File: config.mk
export PLATFORM = sky130hd
export DESIGN_NAME = sisc_fetch
export DESIGN_NICKNAME = d
export VERILOG_FILES = /design/src/rtl/sisc_pkg.sv /design/src/rtl/sisc_pc_reg.sv /design/src/rtl/sisc_fetch.sv
export SDC_FILE = /design/constraint.sdc
export NUM_CORES = 1
export LEC_CHECK = 0
export ABC_AREA = 1
export BUFFER_PORTS_ARGS = -buffer_cell sky130_fd_sc_hd__buf_2
export CAP_MARGIN = 30
export CORE_ASPECT_RATIO = 1.75
export CORE_MARGIN = 4
export CORE_UTILIZATION = 35
export DETAILED_ROUTE_END_ITERATION = 12
export PLACE_DENSITY = 0.66
export SYNTH_ARGS = -nofsm -noshare
export SYNTH_HDL_FRONTEND = slang
export SYNTH_SLANG_ARGS = --single-unit
File: constraint.sdc
create_clock -name clk -period 1.3 [get_ports clk]
set_input_delay 0.26 -clock clk [delete_from_list [all_inputs] [get_ports clk]]
set_output_delay 0.26 -clock clk [all_outputs]
set_load 0.01 [all_outputs]
File: src/rtl/sisc_pkg.sv
// rtl/sisc_pkg.sv - shared types and constants for the SISC fetch stage
package sisc_pkg;

   localparam int ADDR_W_DEF = 16;

   // Instruction register contents after reset (NOP encoding).
   localparam logic [31:0] IR_NOP = 32'h0000_0000;

   typedef enum logic [1:0] {
      ST_IDLE = 2'd0,
      ST_REQ  = 2'd1,
      ST_HOLD = 2'd2
   } fetch_state_e;

endpackage

File: src/rtl/sisc_pc_reg.sv
// rtl/sisc_pc_reg.sv - program counter register with load and increment
module sisc_pc_reg
   import sisc_pkg::*;
#(
   parameter int                ADDR_W    = ADDR_W_DEF,
   parameter logic [ADDR_W-1:0] RESET_VAL = '0
) (
   input  logic              clk,
   input  logic              rst_i,
   input  logic              load_i,
   input  logic [ADDR_W-1:0] load_val_i,
   input  logic              inc_i,
   output logic [ADDR_W-1:0] pc_o
);

   logic [ADDR_W-1:0] pc_q;
   logic [ADDR_W-1:0] pc_d;

   // Next PC: a load wins over an increment; increment wraps silently.
   always_comb begin
      pc_d = pc_q;
      if (load_i) begin
         pc_d = load_val_i;
      end else if (inc_i) begin
         pc_d = pc_q + ADDR_W'(1);
      end
   end

   // PC register with synchronous reset.
   always_ff @(posedge clk) begin
      if (rst_i) begin
         pc_q <= RESET_VAL;
      end else begin
         pc_q <= pc_d;
      end
   end

   assign pc_o = pc_q;

endmodule

File: src/rtl/sisc_fetch.sv
// rtl/sisc_fetch.sv - SISC instruction fetch stage: PC, imem handshake, IR
module sisc_fetch
   import sisc_pkg::*;
#(
   parameter int                ADDR_W   = ADDR_W_DEF,
   parameter logic [ADDR_W-1:0] RESET_PC = '0
) (
   input  logic              clk,
   input  logic              rst_f,
   output logic              imem_req,
   output logic [ADDR_W-1:0] imem_addr,
   input  logic              imem_ack,
   input  logic [31:0]       imem_data,
   output logic [31:0]       ir,
   output logic              ir_valid,
   input  logic              ir_ready,
   input  logic              br_take,
   input  logic [ADDR_W-1:0] br_addr,
   output logic [ADDR_W-1:0] pc
);

   fetch_state_e state_q;
   fetch_state_e state_d;
   logic [31:0]  ir_q;
   logic         ir_we;
   logic         pc_inc;

   // Next state and control strobes; a redirect overrides every other event
   // and forces a one-cycle IDLE so the request line drops before refetch.
   always_comb begin
      state_d = state_q;
      ir_we   = 1'b0;
      pc_inc  = 1'b0;
      case (state_q)
         ST_IDLE: state_d = ST_REQ;
         ST_REQ: begin
            if (imem_ack) begin
               ir_we   = 1'b1;
               pc_inc  = 1'b1;
               state_d = ST_HOLD;
            end
         end
         ST_HOLD: begin
            if (ir_ready) begin
               state_d = ST_REQ;
            end
         end
         default: state_d = ST_IDLE;
      endcase
      if (br_take) begin
         state_d = ST_IDLE;
         ir_we   = 1'b0;
         pc_inc  = 1'b0;
      end
   end

   // State register.
   always_ff @(posedge clk) begin
      if (rst_f) begin
         state_q <= ST_IDLE;
      end else begin
         state_q <= state_d;
      end
   end

   // Instruction register, written only by an accepted acknowledge.
   always_ff @(posedge clk) begin
      if (rst_f) begin
         ir_q <= IR_NOP;
      end else if (ir_we) begin
         ir_q <= imem_data;
      end
   end

   sisc_pc_reg #(
      .ADDR_W    (ADDR_W),
      .RESET_VAL (RESET_PC)
   ) u_pc (
      .clk        (clk),
      .rst_i      (rst_f),
      .load_i     (br_take),
      .load_val_i (br_addr),
      .inc_i      (pc_inc),
      .pc_o       (pc)
   );

   // Outputs decode from registers only.
   assign imem_req  = (state_q == ST_REQ);
   assign imem_addr = pc;
   assign ir        = ir_q;
   assign ir_valid  = (state_q == ST_HOLD);

endmodule
# After elaboration in Yosys (flattened, before gate mapping)
# Cells that the tools add are included.
[op_classes]
addsub = 1
mul = 0
div_mod_pow = 0
magnitude_cmp = 0
n_eq_ne = 4
shift = 0
n_mux = 8
bitwise = 0
n_reduce_logical = 4
[ops]
columns = ["op", "n"]
rows = [
  ["16-bit two-way mux", 2],
  ["16-bit by 1-bit adder with 16-bit output, second input constant", 1],
  ["2-bit one-hot mux with 3 select lines", 1],
  ["2-bit two-way mux", 2],
  ["2-bit by 1-bit inequality test with 1-bit output, second input constant", 2],
  ["1-bit two-way mux", 3],
  ["2-bit by 1-bit == test with 1-bit output, second input constant", 1],
  ["2-bit == test, second input constant", 1],
  ["2-bit logical NOT", 1],
  ["2-bit AND reduction", 1],
  ["2-bit nonzero test", 1],
  ["2-bit OR reduction", 1],
]
[totals]
reg_bits = 50
latchBits = 0
ramBits = 0
romBits = 0
inputBits = 53
elab_cells = 20
memories = 0

# Longest topological paths before layout
[logic_depth]
word_depth = 5
depth_mapped = 9

# By module
# From an unflattened synthesis, not the netlist that was laid out.
[hier_totals]
hier_cells = 390
area_unflattened_um2 = 2717.6
[by_module_without_submodules]
columns = ["mod", "n_inst", "cells_each", "area_each_um2"]
rows = [
  ["sisc_fetch", 1, 242, 1706.6],
  ["sisc_pc_reg", 1, 148, 1011.0],
]

# Worst setup path before layout
# No wires, ideal clock.
[synth_timing]
path_type = "reg-to-reg"
start = "register u_pc.pc_q[0] (netlist: u_pc.pc_o[0])"
end = "register u_pc.pc_q[14] (netlist: u_pc.pc_o[14])"
setup_ns = 0.132
t_arrival_ns = 1.197
setup_slack_ns = -0.029
stages_incl_launch_ff = 9
cell_sequence = "dfxtp_1 > ha_1 > nand3_1 > nor2_1 > nand3_1 > nand2_1 > nand2_1 > nand2_1 > a21oi_1"
[synth_between]
elab_chain_len = 3
[synth_lines]
columns = ["item", "line_no", "source"]
rows = [
  ["from (decl)", "sisc_pc_reg.sv:16", "logic [ADDR_W-1:0] pc_q;"],
  ["from (signal assigned)", "sisc_pc_reg.sv:34", "pc_q <= pc_d;"],
  ["16-bit by 1-bit adder with 16-bit output", "sisc_pc_reg.sv:25", "pc_d = pc_q + ADDR_W'(1);"],
  ["16-bit two-way mux", "sisc_pc_reg.sv:24", "end else if (inc_i) begin"],
  ["16-bit two-way mux", "sisc_pc_reg.sv:22", "if (load_i) begin"],
]
# Every way passes these cells. The select of a mux whose other input is x is not followed.
# A chain may end at the register's enable or synchronous reset.

# Worst setup path after layout
[layout_timing]
start = "register state_q[0]"
end = "output imem_req"
[layout_between]
elab_chain_len = 1
[layout_lines]
columns = ["item", "line_no", "source"]
rows = [
  ["from (decl)", "sisc_fetch.sv:22", "fetch_state_e state_q;"],
  ["from (signal assigned)", "sisc_fetch.sv:62", "state_q <= state_d;"],
  ["2-bit by 1-bit == test with 1-bit output", "sisc_fetch.sv:88", "assign imem_req = (state_q == ST_REQ);"],
  ["to (decl)", "sisc_fetch.sv:10", "output logic imem_req,"],
]
# Every way passes these cells.

==> run summary <==
Outcome
- **outcome** completed

Layout
- **antenna fix cells** 0
- **Register Area** 0.00102 mm²
- **layout filler cell count** 716
- **fraction of final layout cells sized beyond drive strength 1** 40.9%
- **total number of nets in the final design** 522
- **area of all placed cells without fillers** 0.00337 mm²
- **multi-input gate area in the final layout** 0.00114 mm²
- **synth-to-layout area growth** 39.6%

Place
- **total cell area at the placement stage** 0.00308 mm²
- **placer congestion estimate** 0.833
- **Final HPWL DP** 5380 µm
- **number of input and output port buffers inserted** 118

Yosys
- **summed instance area of the synthesized netlist** 0.00242 mm²
- **number of nets in the synthesized netlist** 399
- **fraction of registers with async set/reset** 0%
- **total of flip-flops plus latches after synthesis** 50
- **YS warnings** 0
- **register area share after synthesis** 41.4%
- **top cell type's share of synthesized area** 41.4%
- **Avg Cell Area, Syn** 7.00 µm²
- **number of distinct library cell variants in the gate-level netlist after synthesis** 23
- **leading cell types by total area after synthesis** sky130_fd_sc_hd__dfxtp_1 41%, sky130_fd_sc_hd__nor2_1 12%, sky130_fd_sc_hd__nand2_1 8.9%
- **Post-synth EDFFs** 0
- **post-synthesis cell type with the largest combined area** sky130_fd_sc_hd__dfxtp_1
- **prevailing post-synth register cell** sky130_fd_sc_hd__dfxtp_1
- **Post-Syn Instances** 345

CTS
- **maximum level of the CTS H-tree** 2
- **CTS clock-pin slew for the worst setup and hold paths** 0.07 ns
- **number of buffers created by CTS** 5
- **TritonCTS clock tree** done
- **worst-case clock buffer depth** 2
- **number of sinks on the clock net** 50
- **clock tree root driver cell** sky130_fd_sc_hd__clkbuf_16
- **clock latency on the worst-skew pair** 0.29 ns

Setup path
- **Data arrival, critical path** 0.99 ns
- **crit path cell chain** inv_2, nor2_4, buf_6, buf_6
- **critical path capture point type** output port
- **Crit path max-delay family** flip-flops
- **master of the slowest instance on the critical path** sky130_fd_sc_hd__dfxtp_2
- **most used cell along the critical path** sky130_fd_sc_hd__buf_6
- **buffers and inverters on the worst path** 3
- **startpoint kind of the worst setup timing path** flip-flop
- **critical path class** reg2out
- **required time at the worst-slack endpoint** 1.04 ns
- **largest fanout on the critical path** 3
- **highest cell delay on the worst timing path** 0.33 ns

Detailed routing
- **Pre-antenna DRT Iters** 4
- **total wirelength of the detailed-routed design** 6970 µm
- **Met3 Routed Length** 568 µm
- **remaining antenna violation count** 0
- **WL met1** 2520 µm
- **DRC errors left** 0
- **detail-routed via count per cell** 4.69
- **total number of vias** 2583
- **routed wire length per instance** 12.7 µm
- **routed wl met2** 3700 µm
- **number of DRC violations after detailed-routing iteration 0** 87
- **top layer used by detailed routing** met4

Floorplan
- **I/O Pins** 119
- **area inside the core boundary** 0.00664 mm²
- **horizontal extent of the die** 70.8 µm
- **height of the die** 118 µm
- **number of placement rows** 39
- **Die Outline Area** 0.00835 mm²
- **Initial Utilization** 36.4%

GRT
- **number of global-route vias before repair** 2547
- **global-route wire length before repair** 11400 µm
- **number of antenna violations at the first check in global routing** 0
- **largest net degree at the start of global routing** 33
- **global-route congestion overflow total** 0
- **total global-route track usage** 16.5%

Timing
- **skew final** 0.00323 ns
- **max-slew violation count** 0
- **worst hold slack** 0.191 ns
- **Max-Slew Margin vs Limit** 77.6%
- **final period demand of the worst path** 1.25 ns
- **count of final hold-check violations** 0
- **Max Clk Rate** 0.798 GHz
- **Tightest Pin Transition** 0.337 ns
- **# setup viols final** 0
- **unrepaired setup endpoints after global routing** yes
- **final worst path period share** 96.4%

Power and ir drop
- **PD cells** 1050 mW/mm²
- **static power due to leakage** 0.00175 µW
- **worst voltage drop across the vdd grid** 0.923 mV

Worst hold path
- **Hold WC Path Type** in2reg

Job
- **reported max-cap violation count** 0

[repair_timing]
item                                    in CTS  in global routing
hold buffers                                 0                  0
resized for setup                            5                 39
endpoints found under the setup margin      18                 34
setup buffers                                0                  2
pin swaps                                    0                  3
[area by class of cell]
class,instances,area share [%]
clock buffer,6,4.12
clock inverter,2,0.482
inverter,33,3.75
multi-input combinational,232,33.9
sequential,50,30.1
tap,82,3.04
timing repair buffer,146,24.6
[cells in the mapped netlist (all sizes together), types with 4 or more instances]
| master | n |
|---|---|
| nor2 | 82 |
| nand2 | 58 |
| dfxtp | 50 |
| o21ai | 47 |
| inv | 33 |
| buf | 26 |
| nand3 | 19 |
| a21oi | 13 |
| a31oi | 5 |
| clkbuf | 4 |
[tightest hold or removal path, cell delays in order]
cell and delay, ns:
sky130_fd_sc_hd__buf_2 0.07, sky130_fd_sc_hd__nor2_1 0.03, sky130_fd_sc_hd__nor2_1 0.08
[report_power, final]
group	internal, µW	total [µW]	switching (µW)
clock	774	1370	595
sequential	1600	1650	51.9
combinational	245	527	282
[registers in the layout, indices dropped and copies added (netlist names)]
signal     count
ir            32
u_pc.pc_o     16
state_q        2
[worst paths after layout]
path	startpoint	endpoint	slack, ns	cells after the start
setup / recovery	state_q[0]$_SDFFE_PP0P_	imem_req	0.05	4
hold reg to reg	ir[18]$_SDFFE_PP0P_	ir[18]$_SDFFE_PP0P_	0.50	2
hold / removal	imem_data[13]	ir[13]$_SDFFE_PP0P_	0.19	3
setup reg to reg	u_pc.pc_o[3]$_SDFFE_PP0P_	u_pc.pc_o[9]$_SDFFE_PP0P_	0.06	6
[stage by stage]
| stage | TNS, ns | power (µW) | std cells | utilization, % | setup WS, ns |
|---|---|---|---|---|---|
| floorplan | 0 | 1950 | 345 | - | 0.00221 |
| global placement | -0.0967 | 2180 | 541 | 46.4 | -0.0859 |
| detailed placement | -0.204 | 2190 | 541 | 46.4 | -0.100 |
| CTS | 0 | 3560 | 549 | 48.9 | 0.00350 |
| global route | -0.215 | 3690 | 551 | 50.8 | -0.0491 |
| finish | 0 | 3550 | 551 | 50.8 | 0.0464 |
[logic make-up after synthesis]
kind of cell | share of synthesized area, %
buffers and inverters | 14.6
AOI/OAI and AO/OA | 13.7
and+or+nand+nor | 28.3
DFF | 41.4
adders and majority gates | 0.518
xor gates and xnor gates | 1.45
[metal layers]
| metal | vias up | global-route usage, % |
|---|---|---|
| met5 | - | 0 |
| met4 | 0 | 6.59 |
| met3 | 14 | 5.38 |
| met2 | 87 | 30.2 |
| met1 | 1158 | 16.8 |
| li1 | 1324 | - |
[cells in the final DEF (no fill, tap or decap), types with 3 or more instances in the layout]
master / Yosys / layout
sky130_fd_sc_hd__nand2_1: 57 / 54
sky130_fd_sc_hd__o21ai_0: 40 / 35
sky130_fd_sc_hd__buf_6: 7 / 3
sky130_fd_sc_hd__nand2_2: 0 / 3
sky130_fd_sc_hd__a21oi_1: 13 / 11
sky130_fd_sc_hd__inv_2: 3 / 3
sky130_fd_sc_hd__dfxtp_1: 50 / 42
sky130_fd_sc_hd__a31oi_1: 5 / 5
sky130_fd_sc_hd__nand3_1: 19 / 17
sky130_fd_sc_hd__dfxtp_2: 0 / 6
sky130_fd_sc_hd__clkbuf_16: 0 / 5
sky130_fd_sc_hd__nor2_1: 75 / 67
sky130_fd_sc_hd__nor2_4: 1 / 5
sky130_fd_sc_hd__buf_2: 3 / 117
sky130_fd_sc_hd__o21ai_1: 7 / 11
sky130_fd_sc_hd__inv_1: 30 / 29
sky130_fd_sc_hd__nor2_2: 5 / 9
sky130_fd_sc_hd__buf_4: 16 / 24
Power figures use the tool's default switching activity.
